<file path="src/rtl/qq_host_ctrl.sv">
// rtl/qq_host_ctrl.sv - host-side enq/deq initiator for the QuickQueue node chain
module qq_host_ctrl #(
    parameter int W      = 32,
    parameter int DEPTH  = 16,
    parameter int LAT    = 4,
    parameter int SETTLE = 3
) (
    input  logic                       clk,
    input  logic                       rst,
    input  logic                       req_valid,
    output logic                       req_ready,
    input  logic                       req_op,
    input  logic [W-1:0]               req_data,
    output logic                       resp_valid,
    input  logic                       resp_ready,
    output logic [W-1:0]               resp_data,
    output logic                       resp_err,
    output logic                       q_enq,
    output logic                       q_deq,
    output logic [W-1:0]               q_data_o,
    input  logic [W-1:0]               q_data_i,
    output logic [$clog2(DEPTH+1)-1:0] count,
    output logic                       full,
    output logic                       empty
);

    localparam int CW   = $clog2(DEPTH + 1);
    localparam int WMAX = (LAT > SETTLE) ? LAT : SETTLE;
    localparam int TW   = $clog2(WMAX + 1);

    typedef enum logic [1:0] {IDLE, ISSUE, WAIT, RESP} state_t;

    state_t        state;
    logic          op_q;
    logic [TW-1:0] wait_cnt;

    // Occupancy flags follow count directly
    assign full      = (count == CW'(DEPTH));
    assign empty     = (count == '0);
    assign req_ready = (state == IDLE);

    // Request sequencing: accept, strobe the queue, wait out its latency, respond
    always_ff @(posedge clk or posedge rst) begin
        if (rst) begin
            state      <= IDLE;
            op_q       <= 1'b0;
            wait_cnt   <= '0;
            count      <= '0;
            resp_valid <= 1'b0;
            resp_err   <= 1'b0;
            resp_data  <= '0;
            q_enq      <= 1'b0;
            q_deq      <= 1'b0;
            q_data_o   <= '0;
        end else begin
            // strobes are single-cycle; only ISSUE entry raises them
            q_enq <= 1'b0;
            q_deq <= 1'b0;
            case (state)
                IDLE: begin
                    if (req_valid) begin
                        op_q <= req_op;
                        if ((!req_op && full) || (req_op && empty)) begin
                            // reject locally; the queue never sees this request
                            state      <= RESP;
                            resp_valid <= 1'b1;
                            resp_err   <= 1'b1;
                            resp_data  <= '0;
                        end else begin
                            state    <= ISSUE;
                            q_data_o <= req_data;
                            q_enq    <= !req_op;
                            q_deq    <= req_op;
                        end
                    end
                end
                ISSUE: begin
                    if (op_q) begin
                        count    <= count - CW'(1);
                        wait_cnt <= TW'(LAT - 1);
                    end else begin
                        count    <= count + CW'(1);
                        wait_cnt <= TW'(SETTLE - 1);
                    end
                    state <= WAIT;
                end
                WAIT: begin
                    if (wait_cnt == '0) begin
                        // this edge closes the cycle in which dequeued data is valid
                        state      <= RESP;
                        resp_valid <= 1'b1;
                        resp_err   <= 1'b0;
                        resp_data  <= op_q ? q_data_i : '0;
                    end else begin
                        wait_cnt <= wait_cnt - TW'(1);
                    end
                end
                RESP: begin
                    if (resp_ready) begin
                        state      <= IDLE;
                        resp_valid <= 1'b0;
                    end
                end
                default: state <= IDLE;
            endcase
        end
    end

endmodule

</file>
<file path="config.mk">
export PLATFORM = sky130hd
export DESIGN_NAME = qq_host_ctrl
export DESIGN_NICKNAME = d
export VERILOG_FILES = /design/src/rtl/qq_host_ctrl.sv
export SDC_FILE = /design/constraint.sdc
export NUM_CORES = 1
export LEC_CHECK = 0
export BUFFER_PORTS_ARGS = -buffer_cell sky130_fd_sc_hd__buf_2
export CAP_MARGIN = 20
export CORE_MARGIN = 10
export CORE_UTILIZATION = 40
export CTS_CLUSTER_DIAMETER = 50
export DETAILED_ROUTE_END_ITERATION = 12
export PLACE_DENSITY = 0.69
export RECOVER_POWER = 25
export SYNTH_ARGS = -nofsm -noshare
export SYNTH_HDL_FRONTEND = slang
export SYNTH_SLANG_ARGS = --single-unit
</file>
<file path="constraint.sdc">
create_clock -name clk -period 3.05 [get_ports clk]
set_clock_uncertainty 0.1 [all_clocks]
set_input_delay 0.4575 -clock clk [delete_from_list [all_inputs] [get_ports clk]]
set_output_delay 0.4575 -clock clk [all_outputs]
set_load 0.01 [all_outputs]
</file>
* After elaboration in Yosys (flattened, before gate mapping)
Cells that the tools add are included.
** Storage, ports and cells
- Register bits after elaboration :: 79
- Bits of input ports :: 69
- Output and inout bits :: 76
** Cells by class
- Muxes and demuxes :: 27
- Reductions and logical operators :: 16
- Equal/unequal tests :: 9
- $add $sub $neg :: 3
- Bitwise gates (word level) :: 1
** Operators with widths (number)
- $mux W32 :: 4
- $pmux W32 S2 :: 1
- $mux W1 :: 12
- $mux W2 :: 4
- $ne A2 B2 Y1 const B :: 4
- $pmux W2 S4 :: 1
- $pmux W3 S2 :: 1
- $reduce_and A3 Y1 :: 2
- $add A5 B1 Y5 const B :: 1
- $eq A5 B5 Y1 const B :: 1
- $logic_not A5 Y1 :: 1
- $mux W5 :: 1
- $reduce_and A5 Y1 :: 1
- $sub A5 B1 Y5 const B :: 1
- $eq A2 B2 Y1 const B :: 2
- $reduce_and A2 Y1 :: 2
- $reduce_and A4 Y1 :: 1
- $reduce_bool A2 Y1 :: 2
- $logic_not A3 Y1 :: 1
- $mux W3 :: 1
- $pmux W1 S3 :: 1
- $reduce_bool A3 Y1 :: 1
- $sub A3 B1 Y3 const B :: 1
- $eq A2 B1 Y1 const B :: 1
- 7 further kinds :: 8

* Logic depth before layout (Yosys ltp)
- Depth in word-level cells :: 6
- Mapped depth :: 8
- Gate-level depth less buffers :: 6

* Worst setup path before layout
Ideal clock, no wire load.
- Kind :: reg2reg
- Start point :: register state[0]
- End point :: register resp_data[0]
- Slack :: 882 ps
- Path buffers :: 3
- Arrival :: 1947 ps
- Required time :: 2829 ps
- Stages on the path, launching flop included :: 9
- Cell sequence :: dfrtp_1 -> inv_1 -> ha_1 -> clkdlybuf4s50_2 -> nand2_1 -> and4_1 -> buf_6 -> buf_8 -> a22o_2
** Between the ends
- Cells in the longest elaborated chain, start to end :: 3
- Elaborated cells between the ends (all ways) :: 8
- Classes of those cells :: eq/ne (4); mux (1); reduce/logical (3)
** Ends and longest elaborated chain
- from (decl) :: line 33 : state_t state;
- from (signal assigned) :: line 45 : state <= IDLE;
- from (signal assigned) :: line 65 : state <= RESP;
- from (signal assigned) :: line 70 : state <= ISSUE;
- $eq A2 B2 Y1 / $logic_not A2 Y1 (equally long branches) :: line 59 : case (state)
- $ne A2 B2 Y1 (no line), or another cell as far along
- $reduce_and A4 Y1 (no line)
- to (signal assigned) :: line 93 : resp_data <= op_q ? q_data_i : '0;
- to (decl) :: line 16 : output logic [W-1:0] resp_data,
Several ways; a longest one is shown, not always the timed one.
A chain may end at the register's enable or synchronous reset.

* Final worst setup path
- Start point :: register count[0]
- End point :: output port full
** Between the ends
- Cells in the longest elaborated chain, start to end :: 1
** Ends and longest elaborated chain
- from (decl) :: line 22 : output logic [$clog2(DEPTH+1)-1:0] count,
- from (signal assigned) :: line 79 : count <= count - CW'(1);
- from (signal assigned) :: line 82 : count <= count + CW'(1);
- $eq A5 B5 Y1 :: line 38 : assign full = (count == CW'(DEPTH));
- to (decl) :: line 23 : output logic full,
Every way passes these cells.

==> metrics.yaml <==
die-width_um: 112
ant_nets: 0
vias: 2453
grt_pass1_wl_um: 13900
syn_nets: 318
fp.dieH_um: 112
fin_nets: 464
r2r_cells: 5
fmax_mhz: 423
reg2reg_slack_ns: 0.73
p_leak_nw: 2.21
utilization_pct: 52.5
synth_top_family_by_area: "compound AO/OA/AOI/OAI gates"
tns_ns: 0
start_kind: "register"
rows: 33
cpMaxStageDelayCell: "or4_1"
p_comb_share_pct: 46.0
grt_antenna_before_repair: 0
cellInternalPower_w: 0.00291
synth-main-ff-cell: "dfrtp_1"
whs_endpoint: "resp_data[18]$_DFFE_PP0P_"
setup_ws_ns: 0.685
ys_ff_latch: 79
finalSetupViolCount: 0
min_period_over_period_pct: 77.5
min_period_ns: 2.37
max-slew-margin-rel_pct: 8.99
seq_area_frac_synth_pct: 58.9
dr.pass1.iters: 4
min_path_cells: 2
cp-end-kind: "output port"
cts_tree: "built"
cts-root-buf: "clkbuf_8"
cts.path.max_buffers: 2
timing.critical_path.fanout_max: 6
synth-compound-area-share_pct: 13.9
dp_hpwl_um: 6600
vdd_ir_drop_max_mv: 0.543
seqPwrFrac_pct: 38.9
timing.hold.worst.class: "primary input to register"
r2r_end: "resp_data[6]$_DFFE_PP0P_"
grt_pass1_vias: 2597
syn2layout_area_growth_pct: 27.9
p_switching_w: 0.00176
avgSynthCellArea_sq_um: 14.1
mappedNetlistArea_sq_mm: 0.00336
cp_slowest_stage_delay_ns: 0.68
gp_congestion: 0.790
holdBufCountCts: 0
routed_wl_um: 8560
drtIter0Drc: 113
viasPerCell: 4.96
portBuffers: 144
dpl_worst_slack_ns: 0.769
synthAdderAreaFrac_pct: 3.95
cts_buffers: 9
gr-usage-all-layers_pct: 13.5
rr_startpoint: "count[0]$_DFFE_PP0P_"
cts.sinks: 79
cts.clk_slew.worst_paths_ns: 0.09
hold_viol_final: 0
overflow: 0
post_cts_resized: 0
synth_xor_area_share_pct: 1.04
path_depth: 3
critPathTopFamily: "simple AND/OR/NAND/NOR gates"
drc: 0
async_flop_share_pct: 100
switching_share_pct: 37.7
htreeDepth: 3
dieArea_sq_mm: 0.0125
synthCells: 239
powerDensity_mw_per_mm2: 1090
postCtsSetupBuffers: 0
path_class: "register to output port"
rsz0062_at_grt: "no"
drive_gt1_share_pct: 58.7
clk_latency_ns: 0.34
maxSlewViolCount: 0
critPathArrivalTime_ns: 1.81
start_util_pct: 41.1
synth-simple-area-share_pct: 4.84
synth_edf_count: 0
io_pins: 145
yosysWarnings: 0
path_cells: "or4_1 > nor2_1 > buf_2"
wl_per_cell_um: 17.3
status: "finished, final reports clean"
tightest_slew_ns: 1.37
cp_data_required_time_ns: 2.49
core-area_sq_mm: 0.00818
post_synth_num_cell_types: 39
n_antenna_cell: 0
synthMuxAreaShare_pct: 12.0
timing.hold.ws_ns: 0.230
grt_max_degree: 33
power_frac_clock_pct: 15.1
cap_violations: 0
min-delay-start: "q_data_i[18]"
critPathBufInv: 1
-- cell usage in the layout (no fill, tap or decap), types with 2 or more instances in the layout --
cell type,Yosys,routed
a21oi_1,4,4
a22o_1,8,8
a22o_2,24,24
buf_2,4,144
buf_4,0,4
clkbuf_8,0,10
clkinvlp_4,0,3
dfrtp_1,79,79
ha_1,9,9
inv_1,12,11
mux2_2,34,34
mux2i_1,2,2
nand2_1,8,8
nand3_1,4,4
nor2_1,9,8
nor2b_1,3,3
o211ai_1,3,3
o21ai_0,3,3
o311ai_0,2,2
xnor2_1,3,3
-- routing by layer --
layer  track usage, %  wire length [um]  vias up
li1                 -                 -     1151
met1             16.7              3790     1214
met2             21.5              4170       80
met3             4.67               523        8
met4             4.11                77        0
met5                0                 0        -
-- area by class of cell --
type | count | area, sq um
multi-input combinational | 134 | 1200
tap | 105 | 131
clock inverter | 6 | 45.0
inverter | 12 | 46.3
timing repair buffer | 149 | 754
clock buffer | 10 | 138
sequential | 79 | 1980
fill | 732 | 3880
-- synthesized netlist by cell type (all sizes together), types with 4 or more instances --
library cell,count,share of area [%]
a21oi,4,0.60
a22o,32,9.2
buf,12,3.6
dfrtp,79,59
ha,9,3.4
inv,12,1.3
mux2,34,11
nand2,8,0.89
nand3,4,0.60
nor2,9,1.0
o21ai,4,0.71
-- sequential cells by signal (all words and copies together) (netlist names) --
| name | cells |
|---|---|
| count | 5 |
| op_q | 1 |
| q_data_o | 32 |
| q_deq | 1 |
| q_enq | 1 |
| resp_data | 32 |
| resp_err | 1 |
| resp_valid | 1 |
| state | 2 |
| wait_cnt | 3 |
-- power groups by stage --
stage          sequential [W]  clock, W  combinational [W]
4_1_cts               0.00182  0.000733            0.00220
2_1_floorplan         0.00203         0            0.00127
5_1_grt               0.00188  0.000787            0.00238
6_report              0.00182  0.000704            0.00215
3_3_place_gp          0.00181         0            0.00213
3_5_place_dp          0.00184         0            0.00218
-- kinds of logic (layout without fill, tap and decap cells) --
kind of cell,count (synthesis),in the layout
xor+xnor,4,4
fa+ha+maj,10,10
flops,79,79
mux,36,36
buf+inv,26,177
simple gates,32,32
compound gates,52,52
-- worst reg2reg max path, stage by stage, from the launching register on --
cell and delay [ns]:
dfrtp_1 0.43, or4_1 0.68, o31ai_4 0.27, and4_1 0.21
buf_4 0.33, a22o_2 0.23
-- how the worst max path moves through the flow --
stage,start,end,slack [ns]
2_1_floorplan,rst,count[0]$_DFFE_PP0P_,0.47
3_3_place_gp,count[0]$_DFFE_PP0P_,resp_data[0]$_DFFE_PP0P_,0.79
3_5_place_dp,count[0]$_DFFE_PP0P_,resp_data[6]$_DFFE_PP0P_,0.77
4_1_cts,count[0]$_DFFE_PP0P_,full,0.67
5_1_grt,rst,resp_data[3]$_DFFE_PP0P_,0.37
6_report,count[0]$_DFFE_PP0P_,full,0.68
-- metrics by stage --
step                      cell area (sq um)  total power, W  std cells
after floorplan                        3360         0.00330        239
after global placement                 4120         0.00394        479
after detailed placement               4120         0.00402        479
after CTS                              4300         0.00475        495
after global routing                   4290         0.00505        495
final                                  4290         0.00467        495
(Power assumes the default switching activity.)
